--- config.mk ---
export PLATFORM = sky130hd
export DESIGN_NAME = systolic_feeder_flat
export DESIGN_NICKNAME = d
export VERILOG_FILES = /design/src/rtl/systolic_feeder_if.sv /design/src/rtl/systolic_feeder.sv /design/src/flat_wrapper.sv
export SDC_FILE = /design/constraint.sdc
export NUM_CORES = 2
export LEC_CHECK = 0
export CORE_AREA = 2 2 301 377
export CTS_BUF_LIST = sky130_fd_sc_hd__clkbuf_16
export CTS_CLUSTER_SIZE = 40
export DETAILED_ROUTE_END_ITERATION = 10
export DIE_AREA = 0 0 303 379
export PLACE_DENSITY = 0.68
export SLEW_MARGIN = 10
export SYNTH_ARGS = -nofsm -noshare
export SYNTH_HDL_FRONTEND = slang
export SYNTH_SLANG_ARGS = --single-unit
--- constraint.sdc ---
create_clock -name clk_i -period 101 [get_ports clk_i]
set_input_delay 10.1 -clock clk_i [delete_from_list [all_inputs] [get_ports clk_i]]
set_output_delay 10.1 -clock clk_i [all_outputs]
set_load 0.05 [all_outputs]
--- src/rtl/systolic_feeder_if.sv ---
// Host/load side bundle of the systolic feeder: matrix write port, run
// control and the skewed edge streams that go to the 4x4 array.
interface systolic_feeder_if #(
  parameter int DW = 32
);
  logic          wr_en_i;
  logic          wr_sel_i;
  logic [3:0]    wr_addr_i;
  logic [DW-1:0] wr_data_i;
  logic          start_i;
  logic          busy_o;
  logic          done_o;
  logic          array_rst_no;
  logic [DW-1:0] left_o_0, left_o_1, left_o_2, left_o_3;
  logic [DW-1:0] up_o_0, up_o_1, up_o_2, up_o_3;

  // Host / load logic side
  modport master (
    output wr_en_i, wr_sel_i, wr_addr_i, wr_data_i, start_i,
    input  busy_o, done_o, array_rst_no,
    input  left_o_0, left_o_1, left_o_2, left_o_3,
    input  up_o_0, up_o_1, up_o_2, up_o_3
  );

  // Feeder side
  modport slave (
    input  wr_en_i, wr_sel_i, wr_addr_i, wr_data_i, start_i,
    output busy_o, done_o, array_rst_no,
    output left_o_0, left_o_1, left_o_2, left_o_3,
    output up_o_0, up_o_1, up_o_2, up_o_3
  );
endinterface

--- src/rtl/systolic_feeder.sv ---
// Edge feeder for a 4x4 systolic multiplier. Stores A and B, clears the
// array, streams diagonally skewed A rows (left edge) and B columns (top
// edge), waits for the pipeline to drain and pulses done_o.
// Every output is a flop loaded from a decode of the *next* state, so the
// registered outputs line up exactly with the state they describe.
module systolic_feeder #(
  parameter int DW           = 32,
  parameter int FLUSH_CYCLES = 4
) (
  input  logic clk_i,
  input  logic rst_i,
  systolic_feeder_if.slave bus
);
  typedef enum logic [2:0] {ST_IDLE, ST_CLEAR, ST_STREAM, ST_FLUSH, ST_DONE} state_t;

  localparam int STREAM_LAST = 6;
  localparam int CNT_MAX     = (FLUSH_CYCLES > STREAM_LAST) ? FLUSH_CYCLES : STREAM_LAST;
  localparam int CW          = $clog2(CNT_MAX + 1);

  state_t                 state_q, state_d;
  logic [CW-1:0]          cnt_q, cnt_d;
  logic [15:0][DW-1:0]    a_q, a_d, b_q, b_d;
  logic                   busy_q, busy_d, done_q, done_d, arst_n_q, arst_n_d;
  logic [3:0][DW-1:0]     left_q, left_d, up_q, up_d;

  // Element writes, only while idle; a run never touches storage
  always_comb begin
    a_d = a_q;
    b_d = b_q;
    if (bus.wr_en_i && state_q == ST_IDLE) begin
      if (bus.wr_sel_i) b_d[bus.wr_addr_i] = bus.wr_data_i;
      else              a_d[bus.wr_addr_i] = bus.wr_data_i;
    end
  end

  // Sequencer: IDLE -> CLEAR -> STREAM(7) -> FLUSH(N) -> DONE -> IDLE
  always_comb begin
    state_d = state_q;
    cnt_d   = cnt_q;
    unique case (state_q)
      ST_IDLE:   if (bus.start_i) state_d = ST_CLEAR;
      ST_CLEAR: begin
        state_d = ST_STREAM;
        cnt_d   = '0;
      end
      ST_STREAM: begin
        if (cnt_q == CW'(STREAM_LAST)) begin
          cnt_d   = '0;
          state_d = (FLUSH_CYCLES == 0) ? ST_DONE : ST_FLUSH;
        end else begin
          cnt_d = cnt_q + CW'(1);
        end
      end
      ST_FLUSH: begin
        if (cnt_q == CW'(FLUSH_CYCLES - 1)) state_d = ST_DONE;
        else                                cnt_d   = cnt_q + CW'(1);
      end
      ST_DONE:   state_d = ST_IDLE;
      default:   state_d = ST_IDLE;
    endcase
  end

  // Output decode of the next state; beat t = cnt_d while streaming
  always_comb begin
    busy_d   = (state_d == ST_CLEAR) || (state_d == ST_STREAM) || (state_d == ST_FLUSH);
    done_d   = (state_d == ST_DONE);
    arst_n_d = (state_d != ST_CLEAR);
    left_d   = '0;
    up_d     = '0;
    if (state_d == ST_STREAM) begin
      for (int l = 0; l < 4; l++) begin
        if (int'(cnt_d) >= l && int'(cnt_d) <= l + 3) begin
          left_d[l] = a_q[4'(l * 4 + int'(cnt_d) - l)];
          up_d[l]   = b_q[4'((int'(cnt_d) - l) * 4 + l)];
        end
      end
    end
  end

  // State, storage and registered outputs
  always_ff @(posedge clk_i or posedge rst_i) begin
    if (rst_i) begin
      state_q  <= ST_IDLE;
      cnt_q    <= '0;
      a_q      <= '0;
      b_q      <= '0;
      busy_q   <= 1'b0;
      done_q   <= 1'b0;
      arst_n_q <= 1'b0;
      left_q   <= '0;
      up_q     <= '0;
    end else begin
      state_q  <= state_d;
      cnt_q    <= cnt_d;
      a_q      <= a_d;
      b_q      <= b_d;
      busy_q   <= busy_d;
      done_q   <= done_d;
      arst_n_q <= arst_n_d;
      left_q   <= left_d;
      up_q     <= up_d;
    end
  end

  assign bus.busy_o       = busy_q;
  assign bus.done_o       = done_q;
  assign bus.array_rst_no = arst_n_q;
  assign bus.left_o_0     = left_q[0];
  assign bus.left_o_1     = left_q[1];
  assign bus.left_o_2     = left_q[2];
  assign bus.left_o_3     = left_q[3];
  assign bus.up_o_0       = up_q[0];
  assign bus.up_o_1       = up_q[1];
  assign bus.up_o_2       = up_q[2];
  assign bus.up_o_3       = up_q[3];
endmodule
--- src/flat_wrapper.sv ---
// flat-port wrapper written by rule: the top's interface ports become plain ports
module systolic_feeder_flat 
#(
  parameter int DW           = 32,
  parameter int FLUSH_CYCLES = 4
)
  (clk_i, rst_i, bus_wr_en_i, bus_wr_sel_i, bus_wr_addr_i, bus_wr_data_i, bus_start_i, bus_busy_o, bus_done_o, bus_array_rst_no, bus_left_o_0, bus_left_o_1, bus_left_o_2, bus_left_o_3, bus_up_o_0, bus_up_o_1, bus_up_o_2, bus_up_o_3);
  systolic_feeder_if #(.DW(DW)) bus_i ();
  input  logic clk_i;
  input  logic rst_i;
  input wire logic [$bits(bus_i.wr_en_i)-1:0] bus_wr_en_i;
  input wire logic [$bits(bus_i.wr_sel_i)-1:0] bus_wr_sel_i;
  input wire logic [$bits(bus_i.wr_addr_i)-1:0] bus_wr_addr_i;
  input wire logic [$bits(bus_i.wr_data_i)-1:0] bus_wr_data_i;
  input wire logic [$bits(bus_i.start_i)-1:0] bus_start_i;
  output wire logic [$bits(bus_i.busy_o)-1:0] bus_busy_o;
  output wire logic [$bits(bus_i.done_o)-1:0] bus_done_o;
  output wire logic [$bits(bus_i.array_rst_no)-1:0] bus_array_rst_no;
  output wire logic [$bits(bus_i.left_o_0)-1:0] bus_left_o_0;
  output wire logic [$bits(bus_i.left_o_1)-1:0] bus_left_o_1;
  output wire logic [$bits(bus_i.left_o_2)-1:0] bus_left_o_2;
  output wire logic [$bits(bus_i.left_o_3)-1:0] bus_left_o_3;
  output wire logic [$bits(bus_i.up_o_0)-1:0] bus_up_o_0;
  output wire logic [$bits(bus_i.up_o_1)-1:0] bus_up_o_1;
  output wire logic [$bits(bus_i.up_o_2)-1:0] bus_up_o_2;
  output wire logic [$bits(bus_i.up_o_3)-1:0] bus_up_o_3;
  assign bus_i.wr_en_i = bus_wr_en_i;
  assign bus_i.wr_sel_i = bus_wr_sel_i;
  assign bus_i.wr_addr_i = bus_wr_addr_i;
  assign bus_i.wr_data_i = bus_wr_data_i;
  assign bus_i.start_i = bus_start_i;
  assign bus_busy_o = bus_i.busy_o;
  assign bus_done_o = bus_i.done_o;
  assign bus_array_rst_no = bus_i.array_rst_no;
  assign bus_left_o_0 = bus_i.left_o_0;
  assign bus_left_o_1 = bus_i.left_o_1;
  assign bus_left_o_2 = bus_i.left_o_2;
  assign bus_left_o_3 = bus_i.left_o_3;
  assign bus_up_o_0 = bus_i.up_o_0;
  assign bus_up_o_1 = bus_i.up_o_1;
  assign bus_up_o_2 = bus_i.up_o_2;
  assign bus_up_o_3 = bus_i.up_o_3;
  systolic_feeder #(.DW(DW), .FLUSH_CYCLES(FLUSH_CYCLES)) u_core (.clk_i(clk_i), .rst_i(rst_i), .bus(bus_i));
endmodule
==> run_results.csv <==
group,metric,value,unit
run_status,status,"complete, but fails checks",
run_status,failed_checks,"design-rule violations",
critical_path,startpoint,"rst_i",
critical_path,slowest_delay,0.83,ns
timing,timing.final.ws_setup,85.56,ns
floorplan,row_count,137,
timing,rsz0062_at_grt,"no",
critical_path,path_cells,"clkdlybuf4s50_1 > inv_8 > buf_4 > buf_4 > buf_4 > buf_4 > buf_4 > buf_4",
critical_path,r2r-end,"u_core.bus.left_o_3[8]$_DFF_PP0_",
timing,finalCritPeriodShare,15.3,%
placement,place.gp.congestion,0.787,
flow_run,maxCapViolations,0,
synthesis,synth_warnings,0,
route,drt_wl_total,152,mm
min_path,holdPathStages,1,
critical_path,critPathMostFrequentCell,"buf_4",
critical_path,rrSetupSlack,95.52,ns
global_routing,grt_overflow,0,
pwr,powerDensity,31.6,nW/um2
timing,max_freq,64.8,MHz
synthesis,syn_area,55300,um2
critical_path,cp_slowest_cell,"buf_4",
synthesis,ys_top_cells_by_area,"dfrtp_1 (58%), mux2_2 (21%), nand2_1 (4.9%)",
layout,area_growth,15.4,%
floorplan,fp.dieH,379,um
clocking,ctsHoldBuffers,0,
route,drt_first_iter_violations,2615,
synthesis,ys_types,48,
timing,fin_tns_setup,0,ns
min_path,hp-class,"reg2reg",
synthesis,synth_cells,4179,
timing,skew,0.0339,ns
clocking,clock_sinks,1289,
layout,drive_gt1_share,32.7,%
critical_path,worstPathMaxFanout,119,
critical_path,worstPathArrival,16.26,ns
route,routedWlPerCell,25.7,um
min_path,holdCritStartpoint,"u_core.b_q[377]$_DFFE_PP0P_",
synthesis,synthTopCellsByCount,"dfrtp_1 (1289), mux2_2 (1019), nand2_1 (726), clkbuf_1 (203), and3_1 (160)",
global_routing,antenna_found_initial,16,
clocking,numCtsBuffers,131,
timing,drv_slew,0,
clocking,cts_resized,0,
clocking,clockBufferDepth,3,
floorplan,initial_core_util,49.7,%
critical_path,ff2ff_path_depth,10,
critical_path,timing.rr.start,"u_core.cnt_q[0]$_DFF_PP0_",
timing,relSlewSlack,7.54,%
clocking,htreeDepth,4,
critical_path,path_class,"in2async",
clocking,clockRootBuffer,"clkbuf_16",
critical_path,crit_family,"buffers and inverters",
global_routing,grt_util_all_layers,26.6,%
pwr,p_leak,29.6,nW
clocking,cts_setup_buffers,0,
layout,fillCellCount,8969,
floorplan,core_area,111000,um2
synthesis,yosysSeqAreaShare,58.3,%
timing,hold_viol_final,0,
synthesis,ys_ff_latch,1289,
global_routing,grt_pass1_wl,228,mm
synthesis,synth_ff_type,"dfrtp_1",
global_routing,grt_max_degree,186,
critical_path,crit_required,101.82,ns
synthesis,synth_edf_count,0,
timing,worst_pin_slew,1.38,ns
placement,dpl.hpwl,85.4,mm
timing,setup_viol,0,
synthesis,synth_async_sr_flop_share,100,%
clocking,clock_latency,0.77,ns
synthesis,synth_top_area_share,58.3,%
route,ant_nets,0,
synthesis,synth.most_common_cell,"dfrtp_1",
min_path,worstHoldEndpoint,"u_core.b_q[377]$_DFFE_PP0P_",
placement,dpl_worst_slack,84.46,ns
route,vias,35200,
synthesis,postSynthAreaPerCell,13.2,um2
floorplan,ios,300,
floorplan,die_w,303,um
placement,io_buffers,299,
critical_path,cp-end-kind,"async pin",
layout,nNetsFinal,4381,
floorplan,dieArea,115000,um2
route,drt_pass1_iterations,11,
synthesis,syn_nets,4226,
critical_path,start_kind,"input port",
global_routing,grt_pass1_vias,35800,
clocking,cts_tree,"yes",
route,via_per_inst,5.97,
critical_path,path_buf_inv,8,
route,drc,40,
timing,fin_crit,15.44,ns
clocking,clk_pin_slew,0.06,ns
synthesis,synth_top_cell_by_area,"dfrtp_1",
pwr,peakVddDrop,61.7,uV
[power breakdown]
group / internal [mW] / leakage, nW / switching (mW) / total [mW]
Clock: 0.279 / 2.15 / 0.207 / 0.486
Combinational: 0.279 / 9.72 / 0.628 / 0.907
Sequential: 0.590 / 17.7 / 0.0348 / 0.625
Total: 1.15 / 29.6 / 0.870 / 2.02
[placed cells by master, fill, tap and decap left out, types with 3 or more instances in the layout]
cell type,n
a2111oi_0,10
a2111oi_1,22
a211oi_1,64
a21oi_1,36
a311oi_1,128
a32o_1,32
and2_0,3
and2_1,29
and3_1,160
buf_12,3
buf_4,102
bufinv_16,14
clkbuf_16,135
clkdlybuf4s50_1,299
clkinv_1,24
clkinv_2,17
clkinv_4,5
clkinv_8,4
clkinvlp_4,5
dfrtp_1,1289
diode_2,5
ha_1,4
inv_1,24
inv_6,5
inv_8,3
mux2_1,5
mux2_2,1019
mux2i_1,64
mux4_2,96
nand2_1,725
nand2b_1,3
nand3_2,4
nor2_1,11
nor2_2,3
nor2_4,12
nor2b_1,35
nor3_2,5
o21ai_4,3
[worst reg2reg max path, stage by stage (launching register included)]
cell,delay (ns)
dfrtp_1,0.43
ha_1,0.23
ha_1,0.24
a21oi_1,0.20
o221a_4,0.71
inv_8,0.42
ha_4,1.18
buf_4,0.97
mux4_2,0.62
nand2_1,0.08
a21oi_1,0.18
[cell families (layout without fill, tap and decap cells)]
| family | count (synthesis) | count (layout) | share of synthesized area, % |
|---|---|---|---|
| AOI/OAI and AO/OA | 308 | 308 | 4.66 |
| muxes | 1184 | 1184 | 25.9 |
| buffers and inverters | 391 | 642 | 3.01 |
| and+or+nand+nor | 1001 | 1001 | 7.94 |
| other | 0 | 5 | 0 |
| DFF | 1289 | 1289 | 58.3 |
| adders and majority gates | 6 | 6 | 0.136 |
[metal layers]
| metal | up-vias | share of wire (%) | global-route usage [%] |
|---|---|---|---|
| met5 | - | 0.023 | 0 |
| met4 | 6 | 3.2 | 9.35 |
| met3 | 269 | 5.6 | 4.28 |
| met2 | 1040 | 48 | 43.4 |
| met1 | 18800 | 43 | 36.1 |
| li1 | 15100 | - | - |
[worst max-delay path by stage]
stage                                  endpoint  slack, ns  cells past startpoint
floorplan             u_core.a_q[0]$_DFFE_PP0P_      54.57                      1
detailed placement  u_core.a_q[131]$_DFFE_PP0P_      84.46                      8
global route        u_core.a_q[230]$_DFFE_PP0P_      84.56                      8
finish              u_core.a_q[230]$_DFFE_PP0P_      85.56                      8
global placement    u_core.a_q[227]$_DFFE_PP0P_      84.48                      8
CTS                 u_core.a_q[132]$_DFFE_PP0P_      85.27                      8
[sequential cells by signal, indices dropped and copies added (netlist names)]
name                     count
u_core.a_q                 512
u_core.b_q                 512
u_core.bus.array_rst_no      1
u_core.bus.busy_o            1
u_core.bus.done_o            1
u_core.bus.left_o_0         32
u_core.bus.left_o_1         32
u_core.bus.left_o_2         32
u_core.bus.left_o_3         32
u_core.bus.up_o_0           32
u_core.bus.up_o_1           32
u_core.bus.up_o_2           32
u_core.bus.up_o_3           32
u_core.cnt_q                 3
u_core.state_q               3
[layout make-up]
cell class,instances,area (um2),area share [%]
diodes,5,12.5,0.0196
repair buffers,404,3820,5.98
clock buffers,135,3380,5.29
clock inverters,94,877,1.37
well taps,1459,1830,2.86
flip-flops and latches,1289,32300,50.6
inverters,9,56.3,0.0882
multi-input cells,2499,21600,33.8
[stage by stage]
step	std cells	power [mW]	area, um2	utilization [%]	hold slack [ns]
6_report	5894	2.02	63800	57.4	0.491
4_1_cts	5889	2.03	63800	57.3	0.499
5_1_grt	5889	2.10	63800	57.3	0.511
3_5_place_dp	5660	1.54	59500	53.5	0.486
2_1_floorplan	4179	1.23	55300	-	0.459
3_3_place_gp	5660	1.53	59500	53.5	0.470
(Power assumes the default switching activity.)
